[src/rtl/vga_frame_timer_if.sv]
// Pattern-generator timing bus: the frame timer is the master (source) end,
// pattern generators attach to the slave end.
interface vga_frame_timer_if;
    logic       pause;
    logic       step;
    logic [9:0] x;
    logic [9:0] y;
    logic       active;
    logic       hsync;
    logic       vsync;
    logic       next_frame;

    modport master (
        input  pause,
        input  step,
        output x,
        output y,
        output active,
        output hsync,
        output vsync,
        output next_frame
    );

    modport slave (
        output pause,
        output step,
        input  x,
        input  y,
        input  active,
        input  hsync,
        input  vsync,
        input  next_frame
    );
endinterface

[src/rtl/vga_frame_timer.sv]
// VGA 640x480@60 frame timer with divided, pausable next_frame pulse.
// Optional single-frame step via `step` when FRAME_STEP_EN is defined.
module vga_frame_timer #(
    parameter int unsigned H_ACTIVE  = 640,
    parameter int unsigned H_FP      = 16,
    parameter int unsigned H_SYNC    = 96,
    parameter int unsigned H_BP      = 48,
    parameter int unsigned V_ACTIVE  = 480,
    parameter int unsigned V_FP      = 10,
    parameter int unsigned V_SYNC    = 2,
    parameter int unsigned V_BP      = 33,
    parameter int unsigned FRAME_DIV = 1
) (
    input  logic               clk,
    input  logic               rst_n,
    vga_frame_timer_if.master  bus
);
    localparam int unsigned H_TOTAL = H_ACTIVE + H_FP + H_SYNC + H_BP;
    localparam int unsigned V_TOTAL = V_ACTIVE + V_FP + V_SYNC + V_BP;

    localparam logic [9:0] H_LAST     = 10'(H_TOTAL - 1);
    localparam logic [9:0] V_LAST     = 10'(V_TOTAL - 1);
    localparam logic [9:0] H_ACT_END  = 10'(H_ACTIVE);
    localparam logic [9:0] V_ACT_END  = 10'(V_ACTIVE);
    localparam logic [9:0] H_SYNC_BEG = 10'(H_ACTIVE + H_FP);
    localparam logic [9:0] H_SYNC_END = 10'(H_ACTIVE + H_FP + H_SYNC);
    localparam logic [9:0] V_SYNC_BEG = 10'(V_ACTIVE + V_FP);
    localparam logic [9:0] V_SYNC_END = 10'(V_ACTIVE + V_FP + V_SYNC);
    localparam logic [7:0] DIV_LAST   = 8'(FRAME_DIV - 1);

    logic [9:0] r_x;
    logic [9:0] r_y;
    logic       r_active;
    logic       r_hsync;
    logic       r_vsync;
    logic       r_next_frame;
    logic [7:0] r_div_cnt;

    logic       w_x_wrap;
    logic [9:0] w_x_next;
    logic [9:0] w_y_next;
    logic       w_fbe;
    logic       w_div_fire;
    logic [7:0] w_div_next;
    logic       w_step_fire;

`ifdef FRAME_STEP_EN
    logic r_step_s1;
    logic r_step_s2;
    logic r_step_d;
    logic r_step_pending;
    logic w_step_edge;
    logic w_pend_any;
    logic w_pending_next;
`else
    logic w_unused_step;
    assign w_unused_step = bus.step;
`endif

    always_comb begin
        w_x_wrap = (r_x == H_LAST);
        w_x_next = w_x_wrap ? 10'd0 : r_x + 10'd1;
        w_y_next = r_y;
        if (w_x_wrap) begin
            w_y_next = (r_y == V_LAST) ? 10'd0 : r_y + 10'd1;
        end
        // Frame boundary: first blanking line, decoded one cycle early
        w_fbe = (w_x_next == 10'd0) && (w_y_next == V_ACT_END);

        w_div_next = r_div_cnt;
        w_div_fire = 1'b0;
        if (w_fbe && !bus.pause) begin
            if (r_div_cnt == DIV_LAST) begin
                w_div_fire = 1'b1;
                w_div_next = 8'd0;
            end else begin
                w_div_next = r_div_cnt + 8'd1;
            end
        end

`ifdef FRAME_STEP_EN
        w_step_edge    = r_step_s2 & ~r_step_d;
        w_pend_any     = r_step_pending | w_step_edge;
        w_step_fire    = w_fbe & bus.pause & w_pend_any;
        // Pending step is consumed or discarded at every frame boundary
        w_pending_next = w_fbe ? 1'b0 : w_pend_any;
`else
        w_step_fire = 1'b0;
`endif
    end

    always_ff @(posedge clk) begin
        if (!rst_n) begin
            r_x          <= 10'd0;
            r_y          <= 10'd0;
            r_active     <= 1'b1;
            r_hsync      <= 1'b1;
            r_vsync      <= 1'b1;
            r_next_frame <= 1'b0;
            r_div_cnt    <= 8'd0;
        end else begin
            r_x          <= w_x_next;
            r_y          <= w_y_next;
            r_active     <= (w_x_next < H_ACT_END) && (w_y_next < V_ACT_END);
            r_hsync      <= !((w_x_next >= H_SYNC_BEG) && (w_x_next < H_SYNC_END));
            r_vsync      <= !((w_y_next >= V_SYNC_BEG) && (w_y_next < V_SYNC_END));
            r_next_frame <= w_div_fire | w_step_fire;
            r_div_cnt    <= w_div_next;
        end
    end

`ifdef FRAME_STEP_EN
    always_ff @(posedge clk) begin
        if (!rst_n) begin
            r_step_s1      <= 1'b0;
            r_step_s2      <= 1'b0;
            r_step_d       <= 1'b0;
            r_step_pending <= 1'b0;
        end else begin
            r_step_s1      <= bus.step;
            r_step_s2      <= r_step_s1;
            r_step_d       <= r_step_s2;
            r_step_pending <= w_pending_next;
        end
    end
`endif

    assign bus.x          = r_x;
    assign bus.y          = r_y;
    assign bus.active     = r_active;
    assign bus.hsync      = r_hsync;
    assign bus.vsync      = r_vsync;
    assign bus.next_frame = r_next_frame;
endmodule

[src/flat_wrapper.sv]
// flat-port wrapper written by rule: the top's interface ports become plain ports
module vga_frame_timer_flat 
#(
    parameter int unsigned H_ACTIVE  = 640,
    parameter int unsigned H_FP      = 16,
    parameter int unsigned H_SYNC    = 96,
    parameter int unsigned H_BP      = 48,
    parameter int unsigned V_ACTIVE  = 480,
    parameter int unsigned V_FP      = 10,
    parameter int unsigned V_SYNC    = 2,
    parameter int unsigned V_BP      = 33,
    parameter int unsigned FRAME_DIV = 1
)
  (clk, rst_n, bus_pause, bus_step, bus_x, bus_y, bus_active, bus_hsync, bus_vsync, bus_next_frame);
  vga_frame_timer_if bus_i ();
  input  logic clk;
  input  logic rst_n;
  input wire logic [$bits(bus_i.pause)-1:0] bus_pause;
  input wire logic [$bits(bus_i.step)-1:0] bus_step;
  output wire logic [$bits(bus_i.x)-1:0] bus_x;
  output wire logic [$bits(bus_i.y)-1:0] bus_y;
  output wire logic [$bits(bus_i.active)-1:0] bus_active;
  output wire logic [$bits(bus_i.hsync)-1:0] bus_hsync;
  output wire logic [$bits(bus_i.vsync)-1:0] bus_vsync;
  output wire logic [$bits(bus_i.next_frame)-1:0] bus_next_frame;
  assign bus_i.pause = bus_pause;
  assign bus_i.step = bus_step;
  assign bus_x = bus_i.x;
  assign bus_y = bus_i.y;
  assign bus_active = bus_i.active;
  assign bus_hsync = bus_i.hsync;
  assign bus_vsync = bus_i.vsync;
  assign bus_next_frame = bus_i.next_frame;
  vga_frame_timer #(.H_ACTIVE(H_ACTIVE), .H_FP(H_FP), .H_SYNC(H_SYNC), .H_BP(H_BP), .V_ACTIVE(V_ACTIVE), .V_FP(V_FP), .V_SYNC(V_SYNC), .V_BP(V_BP), .FRAME_DIV(FRAME_DIV)) u_core (.clk(clk), .rst_n(rst_n), .bus(bus_i));
endmodule
[config.mk]
export PLATFORM = sky130hd
export DESIGN_NAME = vga_frame_timer_flat
export DESIGN_NICKNAME = d
export VERILOG_FILES = /design/src/rtl/vga_frame_timer_if.sv /design/src/rtl/vga_frame_timer.sv /design/src/flat_wrapper.sv
export SDC_FILE = /design/constraint.sdc
export NUM_CORES = 1
export LEC_CHECK = 0
export ABC_AREA = 1
export BUFFER_PORTS_ARGS = -buffer_cell sky130_fd_sc_hd__buf_4
export CAP_MARGIN = 5
export CORE_MARGIN = 2
export CORE_UTILIZATION = 55
export CTS_CLUSTER_DIAMETER = 60
export DETAILED_ROUTE_END_ITERATION = 8
export HOLD_SLACK_MARGIN = 0.02
export PLACE_DENSITY = 0.74
export SLEW_MARGIN = 40
export SYNTH_ARGS = -nofsm -noshare
export SYNTH_HDL_FRONTEND = slang
export SYNTH_SLANG_ARGS = --single-unit
[constraint.sdc]
create_clock -name clk -period 4.56 [get_ports clk]
set_input_delay 1.368 -clock clk [delete_from_list [all_inputs] [get_ports clk]]
set_output_delay 1.368 -clock clk [all_outputs]
set_load 0.01 [all_outputs]
==> impl_results.md, run 1 <==
* Critical path origin: u_core.bus.x[0]
* First-pass DRT Iterations at 5
* Min-Delay Endpoint: u_core.r_div_cnt[0]
* Commonest non-fill, non-tap cell in the layout: nand2_1
* Top_reg_cell synth: dfxtp_1
* Worst Setup Start Kind: register
* First-pass GRT wire length at 8000 um
* Chip Width at 64.9 um
* Internal cell power at 413 uW
* Comb pwr share at 3.9%
* Worst hold path startpoint: u_core.r_div_cnt[0]
* Core region area at 3610 um^2
* Ant. Diodes at 0
* H-Tree Level Count at 2
* Worst min-delay path class: register to register
* Max Freq at 383 MHz
* DRT antenna net count at 0
* DR DRC count at 0
* DP Area at 2270 um^2
* CP Class: register to register
* CP Capture Type: register
* Largest stage delay, worst path at 0.49 ns
* Syn avg cell area at 6.54 um^2
* Finish-stage setup viols at 0
* Max-slew headroom at 54.4%
* Tcrit/Tclk final at 57.2%
* Setup bufs post-CTS at 0
* Switching part of the total power at 23.3%
* Commonest non-fill, non-tap cells in the layout: nand2_1, nor2_1, inv_1, dfxtp_1, nand3_1
* Critical path's most frequent cell: nand2_2
* Status: completed
* Area Growth Syn to Fin at 15.8%
* Root buf cell: clkbuf_8
* LEAKAGE at 1.01 nW
* Worst reg2reg path depth at 12
* PwrDens at 228 nW/um^2
* Ports at 28
* CP max-delay cell: dfxtp_1
* Hold-fix buffers at CTS at 0
* Clock latency on the worst-skew pair at 0.29 ns
* Routed wire length at 4730 um
* Final Hold Viols at 0
* Synth warn at 0
* Initial DRC Count at 127
* RSZ-0062 raised after global routing: false
* Synthesized net count at 322
* Clock power share at 43.0%
* Post-synthesis sequential area ratio at 31.4%
* Vias per cell at 5.21
* Sink Count at 32
* # resized after CTS at 0
* Post-synth EDFFs at 0
* GPL Wtd Cong at 0.888
* Clk_skew at 0.00379 ns
* Post-synthesis cell type with the largest combined area: dfxtp_1
* Nets at 351
* Hpwl dp at 3460 um
* CP top delay family: simple AND/OR/NAND/NOR gates
* Core Rows at 22
* Max VDD drop at 0.000188 V
* TNS Setup at 0 ns
* TritonCTS clock tree: built
* Mapped Cells at 312
* Reg2reg end: u_core.bus.vsync
* Netlist Area Pre-Place at 2040 um^2
* Share of cells above drive strength 1 at 19.3%
* Ys async rst share at 0%
* P_sw at 125 uW
* Number of I/O port buffers at 26
* Max Cap Violations at 0
* Clk slew on worst S/H paths at 0.07 ns
* Starting Density at 56.6%
* Die Y at 64.9 um
* Max clock buf depth at 2
* CP bufs+invs at 0
* Total Routing Usage GR at 24.6%
* Die area at 4220 um^2
* Grt ovf at 0
* Critical Path RT at 4.74 ns
* Final Instance Area at 2360 um^2
* Via count at 2033
* Average wire per standard cell at 12.1 um
* Register-to-register setup slack at 1.95 ns
* Max Slew Vio Count at 0
* Hold depth at 2
* Synth Register Bits at 32
* Vias in the first global route at 1780
* Worst-path cell chain: ha_1 > nand2_2 > nor2_4 > nand2_2 > nor2_2 > nand3_1 > nand2_2 > nand2_1 > nor2_4 > nand2_1 > o21ai_1 > nand3b_1
* Largest net degree at the start of global routing at 21
* Post-synth top area share at 31.4%
* WP data arrival at 2.79 ns
* CP max FO at 12
* Fin crit period at 2.61 ns
* FILL cells at 371
* Initial antenna violation count at 0
* TritonCTS Buffers at 5
* Crit Reg-Reg Startpoint: u_core.bus.x[0]
* Worst-margin pin slew at 0.684 ns
* Number of distinct library cells after synthesis at 28
* Synth area leaders: dfxtp_1, nand2_1, nor2_1, nand3_1, inv_1
* Sequential Power Share at 53.1%
-- layer usage --
metal	vias up	routed length (um)	track usage (%)
met5	-	0	0
met4	0	72	8.78
met3	6	215	5.21
met2	49	2200	39.7
met1	915	2240	32.3
li1	1063	-	-
-- registers in the layout, indices dropped and copies added (netlist names) --
register / count
u_core.bus.active: 1
u_core.bus.hsync: 1
u_core.bus.next_frame: 1
u_core.bus.vsync: 1
u_core.bus.x: 10
u_core.bus.y: 10
u_core.r_div_cnt: 8
-- power by group through the flow --
stage                     combinational [mW]  clock (mW)  sequential, mW
after floorplan                       0.0124           0           0.292
after global placement                0.0207           0           0.292
after detailed placement              0.0209           0           0.292
after CTS                             0.0210       0.233           0.286
after global routing                  0.0236       0.248           0.286
final                                 0.0208       0.231           0.286
-- worst max-delay path by stage --
stage / end / depth (start not counted) / slack (ns)
after floorplan: u_core.r_div_cnt[7] / 10 / 2.25
after global placement: u_core.r_div_cnt[7] / 11 / 1.95
after detailed placement: u_core.r_div_cnt[7] / 11 / 1.95
after CTS: u_core.bus.vsync / 12 / 1.96
after global routing: u_core.r_div_cnt[2] / 12 / 1.73
final: u_core.bus.vsync / 12 / 1.95
-- cells by family (layout without fill, tap and decap cells) --
| kind of cell | count (synthesis) | count (layout) | share of synthesized area (%) |
|---|---|---|---|
| compound gates | 20 | 20 | 5.02 |
| xor+xnor | 5 | 5 | 2.14 |
| flops | 32 | 32 | 31.4 |
| simple gates | 207 | 207 | 49.7 |
| buf+inv | 42 | 72 | 8.09 |
| fa+ha+maj | 6 | 6 | 3.68 |
-- Yosys cell counts, types with 6 or more instances --
cell / count
nor2_4: 6
nand2_2: 14
dfxtp_1: 32
nand4_1: 18
nand2_1: 81
inv_1: 35
nor2_1: 41
o21ai_0: 9
nand3_1: 29
a21oi_1: 9
ha_1: 6
nor2_2: 8
-- final cells by class --
type                            count  area, um^2  area share, %
Clock buffer                        8        90.1           3.81
Inverter                           38         143           6.03
Multi-Input combinational cell    238        1240           52.3
Sequential cell                    32         641           27.1
Tap cell                           48        60.1           2.54
Timing Repair Buffer               26         195           8.25
-- tightest hold or removal path: cells and delay by family, from the launching register on --
kind | cells | cell delay [ns]
compound gates | 1 | 0.11
flops | 1 | 0.32
simple gates | 1 | 0.05
-- per-stage QoR --
stage / util (%) / power (mW) / cells / hold WS, ns / setup slack, ns
6_report: 65.6 / 0.538 / 390 / 0.526 / 1.95
5_1_grt: 65.6 / 0.557 / 390 / 0.543 / 1.73
4_1_cts: 65.6 / 0.540 / 390 / 0.525 / 1.96
3_5_place_dp: 63.1 / 0.313 / 382 / 0.509 / 1.95
3_3_place_gp: 63.1 / 0.313 / 382 / 0.496 / 1.95
2_1_floorplan: - / 0.305 / 312 / 0.474 / 2.25
No activity file was read; power rests on OpenSTA's default activity.
==> run 2, diff against run 1 <==
--- a/config.mk
+++ b/config.mk
@@ -5,7 +5,7 @@
 export SDC_FILE = /design/constraint.sdc
 export NUM_CORES = 1
 export LEC_CHECK = 0
-export ABC_AREA = 1
+export ABC_AREA = 0
 export BUFFER_PORTS_ARGS = -buffer_cell sky130_fd_sc_hd__buf_4
 export CAP_MARGIN = 5
 export CORE_MARGIN = 2
==> constraint.sdc (replaced) <==
create_clock -name clk -period 2.6 [get_ports clk]
set_input_delay 0.78 -clock clk [delete_from_list [all_inputs] [get_ports clk]]
set_output_delay 0.78 -clock clk [all_outputs]
set_load 0.01 [all_outputs]
==> run 2 against run 1 <==
- cell area grew 13%
- worst setup slack got worse by 1.9 ns
- combinational power is 140% higher
- critical path depth fell by 4
- global-route usage rose by 2.2 points
- area after synthesis fell by 7.0%
- die area is 6.6% lower
- core utilization is 15 points higher
- sequential power rose by 74%
- register-to-register slack worse by 1.9 ns
- critical endpoint is now u_core.r_div_cnt[6]
- largest cell class unchanged
==> impl_results.md, run 2 <==
* Max Cap Violations at 0 (unchanged)
* Post-synthesis sequential area ratio at 33.8% (+2.4 points)
* Tot Pwr at 979 uW (+82%)
* Initial antenna violation count at 0 (unchanged)
* DR DRC count at 0 (unchanged)
* CP Capture Type: register
* Worst hold path startpoint: u_core.r_div_cnt[7]
* Via count at 2037 (+0.20%)
* First-pass DRT Iterations at 4 (-1)
* Synth Register Bits at 32 (unchanged)
* Die area at 3940 um^2 (-6.6%)
* FILL cells at 229 (-38%)
* Syn avg cell area at 8.15 um^2 (+24%)
* Post-synthesis cell type with the largest combined area: dfxtp_1
* TritonCTS Buffers at 5 (unchanged)
* Largest net degree at the start of global routing at 16 (-24%)
* Register-to-register setup slack at 0.008 ns (-1.94 ns)
* Tcrit/Tclk final at 99.7% (+42 points)
* WP data arrival at 2.88 ns (+0.09 ns)
* Grt ovf at 0 (unchanged)
* CP Class: register to register
* PwrDens at 366 nW/um^2 (+61%)
* Final Hold Viols at 0 (unchanged)
* LEAKAGE at 1.05 nW (+4.2%)
* Routed wire length at 5140 um (+8.7%)
* Count leader, synth: dfxtp_1
* Sink Count at 32 (unchanged)
* Synth area leaders: dfxtp_1, nand3_1, a21oi_1, ha_1, o21ai_0
* Chip Width at 62.7 um (-3.4%)
* Total Routing Usage GR at 26.8% (+2.2 points)
* Reg2reg end: u_core.r_div_cnt[6]
* Core region area at 3340 um^2 (-7.5%)
* Hold depth at 2 (unchanged)
* Max Freq at 386 MHz (+0.64%)
* Max clock buf depth at 2 (unchanged)
* DRT antenna net count at 0 (unchanged)
* Share of cells above drive strength 1 at 37.3% (+18 points)
* Nets at 315 (-10%)
* CP max-delay cell: or4_4
* Ant. Diodes at 0 (unchanged)
* Top_reg_cell synth: dfxtp_1
* Initial DRC Count at 168 (+32%)
* Hpwl dp at 3560 um (+2.7%)
* Ys async rst share at 0% (unchanged)
* GPL Wtd Cong at 0.830 (-6.5%)
* Clock latency on the worst-skew pair at 0.35 ns (+0.06 ns)
* CP bufs+invs at 1 (+1)
* Clk slew on worst S/H paths at 0.10 ns (+0.03 ns)
* Clk_skew at 0.00905 ns (+0.00526 ns)
* Number of distinct library cells after synthesis at 48 (+71%)
* TritonCTS clock tree: built
* Starting Density at 56.9% (+0.25 points)
* First-pass GRT wire length at 8360 um (+4.5%)
* Post-synth top area share at 33.8% (+2.4 points)
* Netlist Area Pre-Place at 1900 um^2 (-7.0%)
* Max-slew headroom at 66.5% (+12 points)
* Root buf cell: clkbuf_4
* TNS Setup at 0 ns (unchanged)
* CP top delay family: simple AND/OR/NAND/NOR gates
* Worst Setup Start Kind: register
* Most frequent cells after synthesis: dfxtp_1, nand3_1, nor2_1
* Critical Path RT at 2.89 ns (-1.85 ns)
* Vias per cell at 5.79 (+11%)
* Worst-path cell chain: or4_4 > or3_4 > a21oi_2 > o221ai_2 > a2111o_1 > buf_6 > or4_4 > a21oi_2
* Synth warn at 0 (unchanged)
* Area Growth Syn to Fin at 41.1%
* H-Tree Level Count at 2 (unchanged)
* Post-synth EDFFs at 0 (unchanged)
* Non-Filler Instances at 352 (-9.7%)
* Worst min-delay path class: register to register
* Core Rows at 21 (-4.5%)
* Fin crit period at 2.59 ns (-0.0167 ns)
* Ports at 28 (unchanged)
* Max Slew Vio Count at 0 (unchanged)
* Mapped Cells at 233 (-25%)
* Largest stage delay, worst path at 0.53 ns (+0.04 ns)
* Die Y at 62.7 um (-3.4%)
* Synthesized net count at 243 (-25%)
* Crit Reg-Reg Startpoint: u_core.bus.y[4]
* Worst reg2reg path depth at 8 (-4)
* Placed cell count at 338 (-12%)
* Min-Delay Endpoint: u_core.r_div_cnt[7]
* Commonest non-fill, non-tap cell in the layout: buf_4
* Number of I/O port buffers at 26 (unchanged)
* Status: completed
* CP max FO at 6 (-6)
* Vias in the first global route at 1881 (+5.7%)
* Max VDD drop at 0.000355 V (+89%)
* RSZ-0062 raised after global routing: true
* Average wire per standard cell at 14.6 um (+20%)
* Commonest non-fill, non-tap cells in the layout: buf_4, dfxtp_1, nand3_1, nor2_1, nand2_1
* Worst-margin pin slew at 0.502 ns (-0.182 ns)
* Finish-stage setup viols at 0 (unchanged)
* Final hold slack at 0.501 ns (-0.0251 ns)
-- run 2: changes by cell type in the layout (fill, tap and decap cells not counted), moves of 6 or more --
cell,previous run,this run
nor2_4,6,0
xnor2_1,1,7
inv_1,35,8
nor2_2,8,0
buf_4,26,74
nor2_1,41,16
nand2_2,14,1
nand3_1,29,21
nand4_1,18,8
nand2_1,81,14
and2_1,0,7
-- run 2: worst max path at each step --
| stage | start | end | cells after the start | slack [ns] |
|---|---|---|---|---|
| final | u_core.bus.y[4] | u_core.r_div_cnt[6] | 8 | 0.008 |
| after global routing | u_core.bus.y[4] | u_core.r_div_cnt[2] | 9 | -0.09 |
| after CTS | u_core.bus.y[4] | u_core.r_div_cnt[3] | 8 | -0.09 |
| after detailed placement | u_core.bus.x[0] | u_core.r_div_cnt[7] | 9 | -0.10 |
| after global placement | u_core.bus.x[0] | u_core.r_div_cnt[6] | 9 | -0.08 |
| after floorplan | u_core.bus.x[6] | u_core.r_div_cnt[2] | 9 | 0.004 |
-- run 2: layout make-up --
class	instances	area, um^2	area share [%]
Multi-Input combinational cell	180	1240	46.5
Sequential cell	32	646	24.1
Timing Repair Buffer	78	604	22.6
Clock buffer	7	65.1	2.43
Tap cell	46	57.6	2.15
Clock inverter	1	30.0	1.12
Inverter	8	30.0	1.12
-- run 2: cell families after synthesis --
logic type	after synthesis	synth area share (%)
xor gates and xnor gates	12	5.54
and+or+nand+nor	107	31.6
muxes	1	0.527
adders and majority gates	6	3.96
buffers and inverters	21	6.59
DFF	32	33.8
AOI/OAI and AO/OA	54	18.0
-- run 2: what timing repair did --
item | in CTS | in global routing
setup endpoints to repair | 9 | 9
hold buffers | 0 | 0
gates resized for setup | 9 | 20
buffers inserted | 3 | 3
pin swaps | 16 | 8
-- run 2: metrics by stage --
step | setup slack [ns] | area [um^2] | util [%]
after floorplan | 0.00377 | 1920 | -
after global placement | -0.0806 | 2420 | 72.6
after detailed placement | -0.101 | 2420 | 72.6
after CTS | -0.0884 | 2550 | 76.6
after global routing | -0.0886 | 2680 | 80.2
final | 0.00827 | 2680 | 80.2
-- run 2: power breakdown --
group | internal [mW] | total, mW | switching (mW)
logic | 0.0228 | 0.0500 | 0.0272
clock network | 0.255 | 0.432 | 0.177
registers | 0.494 | 0.498 | 0.00321
-- run 2: layer usage --
metal	wire, um	part of all wire (%)	up-vias	GRT usage (%)
met5	0	0	-	0
met4	67	1.3	0	15.6
met3	311	6.0	7	6.85
met2	2510	49	66	41.7
met1	2250	44	963	33.7
li1	-	-	1001	-
-- run 2: worst register-to-register path, cell delays in order (launching register included) --
cell	delay, ns
dfxtp_2	0.33
or4_4	0.53
or3_4	0.36
a21oi_2	0.16
o221ai_2	0.10
a2111o_1	0.35
buf_6	0.15
or4_4	0.41
a21oi_2	0.14
==> run 3, diff against run 2 <==
--- a/config.mk
+++ b/config.mk
@@ -5,7 +5,7 @@
 export SDC_FILE = /design/constraint.sdc
 export NUM_CORES = 1
 export LEC_CHECK = 0
-export ABC_AREA = 0
+export ABC_AREA = 1
 export BUFFER_PORTS_ARGS = -buffer_cell sky130_fd_sc_hd__buf_4
 export CAP_MARGIN = 5
 export CORE_MARGIN = 2
==> run 3 against run 2 <==
- wire length is 9.1% lower
- via count up 0.44%
- count of clock-buffer cells in the layout increased by 1
- clock power down 7.2%
- die area is 7.1% higher
- sequential power about the same
- critical endpoint is now u_core.r_div_cnt[7]
==> impl_results.md, run 3 (synthesis results as in run 1) <==
* CP Class: register to register
* Commonest non-fill, non-tap cells in the layout: nand2_1, nor2_1, inv_1, dfxtp_1, buf_4
* Placed cell count at 386 (+14%)
* Vias per cell at 5.19 (-10%)
* Max VDD drop at 0.000265 V (-26%)
* Die area at 4220 um^2 (+7.1%)
* Sink Count at 32 (unchanged)
* Core region area at 3610 um^2 (+8.1%)
* DRT antenna net count at 0 (unchanged)
* Nets at 355 (+13%)
* Number of I/O port buffers at 26 (unchanged)
* Setup bufs post-CTS at 0 (-3)
* Top Layer Used: met4
* Non-Filler Instances at 394 (+12%)
* Worst hold path startpoint: u_core.r_div_cnt[0]
* Via count at 2046 (+0.44%)
* Wire length on met2 at 2150 um (-14%)
* Core Rows at 22 (+4.8%)
* First-pass GRT wire length at 7910 um (-5.3%)
* Clk_skew at 0.00136 ns (-0.00769 ns)
* Max-slew headroom at 63.9% (-2.6 points)
* Clock latency on the worst-skew pair at 0.28 ns (-0.07 ns)
* Chip Width at 64.9 um (+3.5%)
* Final Hold Viols at 0 (unchanged)
* PwrDens at 394 nW/um^2 (+7.8%)
* CP bufs+invs at 1 (unchanged)
* Max Freq at 464 MHz (+20%)
* WP data arrival at 2.33 ns (-0.55 ns)
* Critical path origin: u_core.bus.x[0]
* Vias in the first global route at 1722 (-8.5%)
* GPL Wtd Cong at 0.867 (+4.5%)
* Finished Core Util at 66.4% (-14 points)
* Detail Route met3 WL at 216 um (-31%)
* CP Capture Type: register
* Hold-fix buffers at CTS at 0 (unchanged)
* Max Cap Violations at 0 (unchanged)
* Starting Density at 56.6% (-0.25 points)
* TritonCTS Buffers at 5 (unchanged)
* Critical Path RT at 2.78 ns (-0.11 ns)
* P_sw at 216 uW (+4.2%)
* Commonest non-fill, non-tap cell in the layout: nand2_1
* Largest stage delay, worst path at 0.34 ns (-0.19 ns)
* Average wire per standard cell at 11.9 um (-19%)
* # resized after CTS at 0 (-9)
* Status: completed
* First-pass DRT Iterations at 6 (+2)
* Fin crit period at 2.15 ns (-0.438 ns)
* Crit Reg-Reg Startpoint: u_core.bus.x[0]
* RSZ-0062 raised after global routing: false
* Root buf cell: clkbuf_8
* Internal cell power at 728 uW (-5.7%)
* Clock power share at 42.5% (-1.6 points)
* Ant. Diodes at 0 (unchanged)
* Worst-path cell chain: ha_1 > nand3_1 > nor2_4 > nand2_4 > nor2_4 > nand2_2 > nand2_2 > inv_2 > nor2_2 > nand2_2 > nor2_4 > nand3_1 > nand2_1 > nor2_1
* Initial DRC Count at 165 (-1.8%)
* Met1 WL at 2270 um (+0.58%)
* Largest net degree at the start of global routing at 16 (unchanged)
* Comb pwr share at 4.8% (-0.3 points)
* CP max-delay cell: dfxtp_1
* Worst min-delay path class: register to register
* Grt ovf at 0 (unchanged)
* Switching part of the total power at 22.8% (+1.7 points)
* Tcrit/Tclk final at 82.8% (-17 points)
* DR DRC count at 0 (unchanged)
* Max Slew Vio Count at 0 (unchanged)
* Routed wire length at 4680 um (-9.1%)
* Initial antenna violation count at 0 (unchanged)
* Share of cells above drive strength 1 at 20.2% (-17 points)
* Area Growth Syn to Fin at 17.3%
* TritonCTS clock tree: built
* Die Y at 64.9 um (+3.5%)
* CP max FO at 10 (+4)
* Worst-margin pin slew at 0.540 ns (+0.0386 ns)
* Ports at 28 (unchanged)
* LEAKAGE at 1.03 nW (-2.1%)
* Sequential Power Share at 52.7% (+1.9 points)
* Total Routing Usage GR at 24.1% (-2.7 points)
* Worst Setup Start Kind: register
* Hpwl dp at 3480 um (-2.2%)
* Finish-stage setup viols at 0 (unchanged)
* Max clock buf depth at 2 (unchanged)
* DP Area at 2300 um^2 (-4.9%)
* Register-to-register setup slack at 0.45 ns (+0.44 ns)
* TNS Setup at 0 ns (unchanged)
* CP top delay family: simple AND/OR/NAND/NOR gates
* Final hold slack at 0.524 ns (+0.0233 ns)
* H-Tree Level Count at 2 (unchanged)
* Clk slew on worst S/H paths at 0.07 ns (-0.03 ns)
* Final Instance Area at 2390 um^2 (-11%)
run 3: cell types whose count changed in the layout (fill, tap and decap cells not counted), moves of 10 or more:
cell / change
nand2_1: +67
buf_4: -44
inv_1: +27
nor2_1: +25
nand2_2: +13
nand4_1: +10
run 3: through the flow:
| stage | setup slack, ns | power, mW |
|---|---|---|
| CTS | 0.440 | 0.951 |
| global route | 0.181 | 0.981 |
| detailed placement | 0.478 | 0.554 |
| floorplan | 0.534 | 0.535 |
| finish | 0.446 | 0.944 |
| global placement | 0.475 | 0.554 |
run 3: cell type report:
type,instances,area (um^2)
clock buffer,8,90.1
fill,363,1210
inverter,38,143
multi-input combinational,238,1240
sequential,32,641
tap,48,60.1
timing repair buffer,30,225
run 3: worst paths after layout:
kind / endpoint / depth (start not counted)
max reg2reg: u_core.r_div_cnt[7] / 14
max: u_core.r_div_cnt[7] / 14
min: u_core.r_div_cnt[0] / 2
min reg2reg: u_core.r_div_cnt[0] / 2
run 3: worst reg2reg max path: cells and delay by family, from the launching register on:
kind | cells | cell delay, ns
simple gates | 12 | 1.44
buf+inv | 1 | 0.05
fa+ha+maj | 1 | 0.23
flops | 1 | 0.34
run 3: power groups by stage:
stage | Combinational (mW) | Clock [mW] | Sequential (mW)
final | 0.0457 | 0.401 | 0.497
after global routing | 0.0515 | 0.431 | 0.498
after detailed placement | 0.0457 | 0 | 0.509
after floorplan | 0.0217 | 0 | 0.513
after CTS | 0.0461 | 0.408 | 0.498
after global placement | 0.0454 | 0 | 0.509
run 3: routing by layer:
layer | up-vias | GRT usage, %
met5 | - | 0
met4 | 0 | 7.45
met3 | 7 | 5.38
met2 | 51 | 38.8
met1 | 913 | 32.2
li1 | 1075 | -
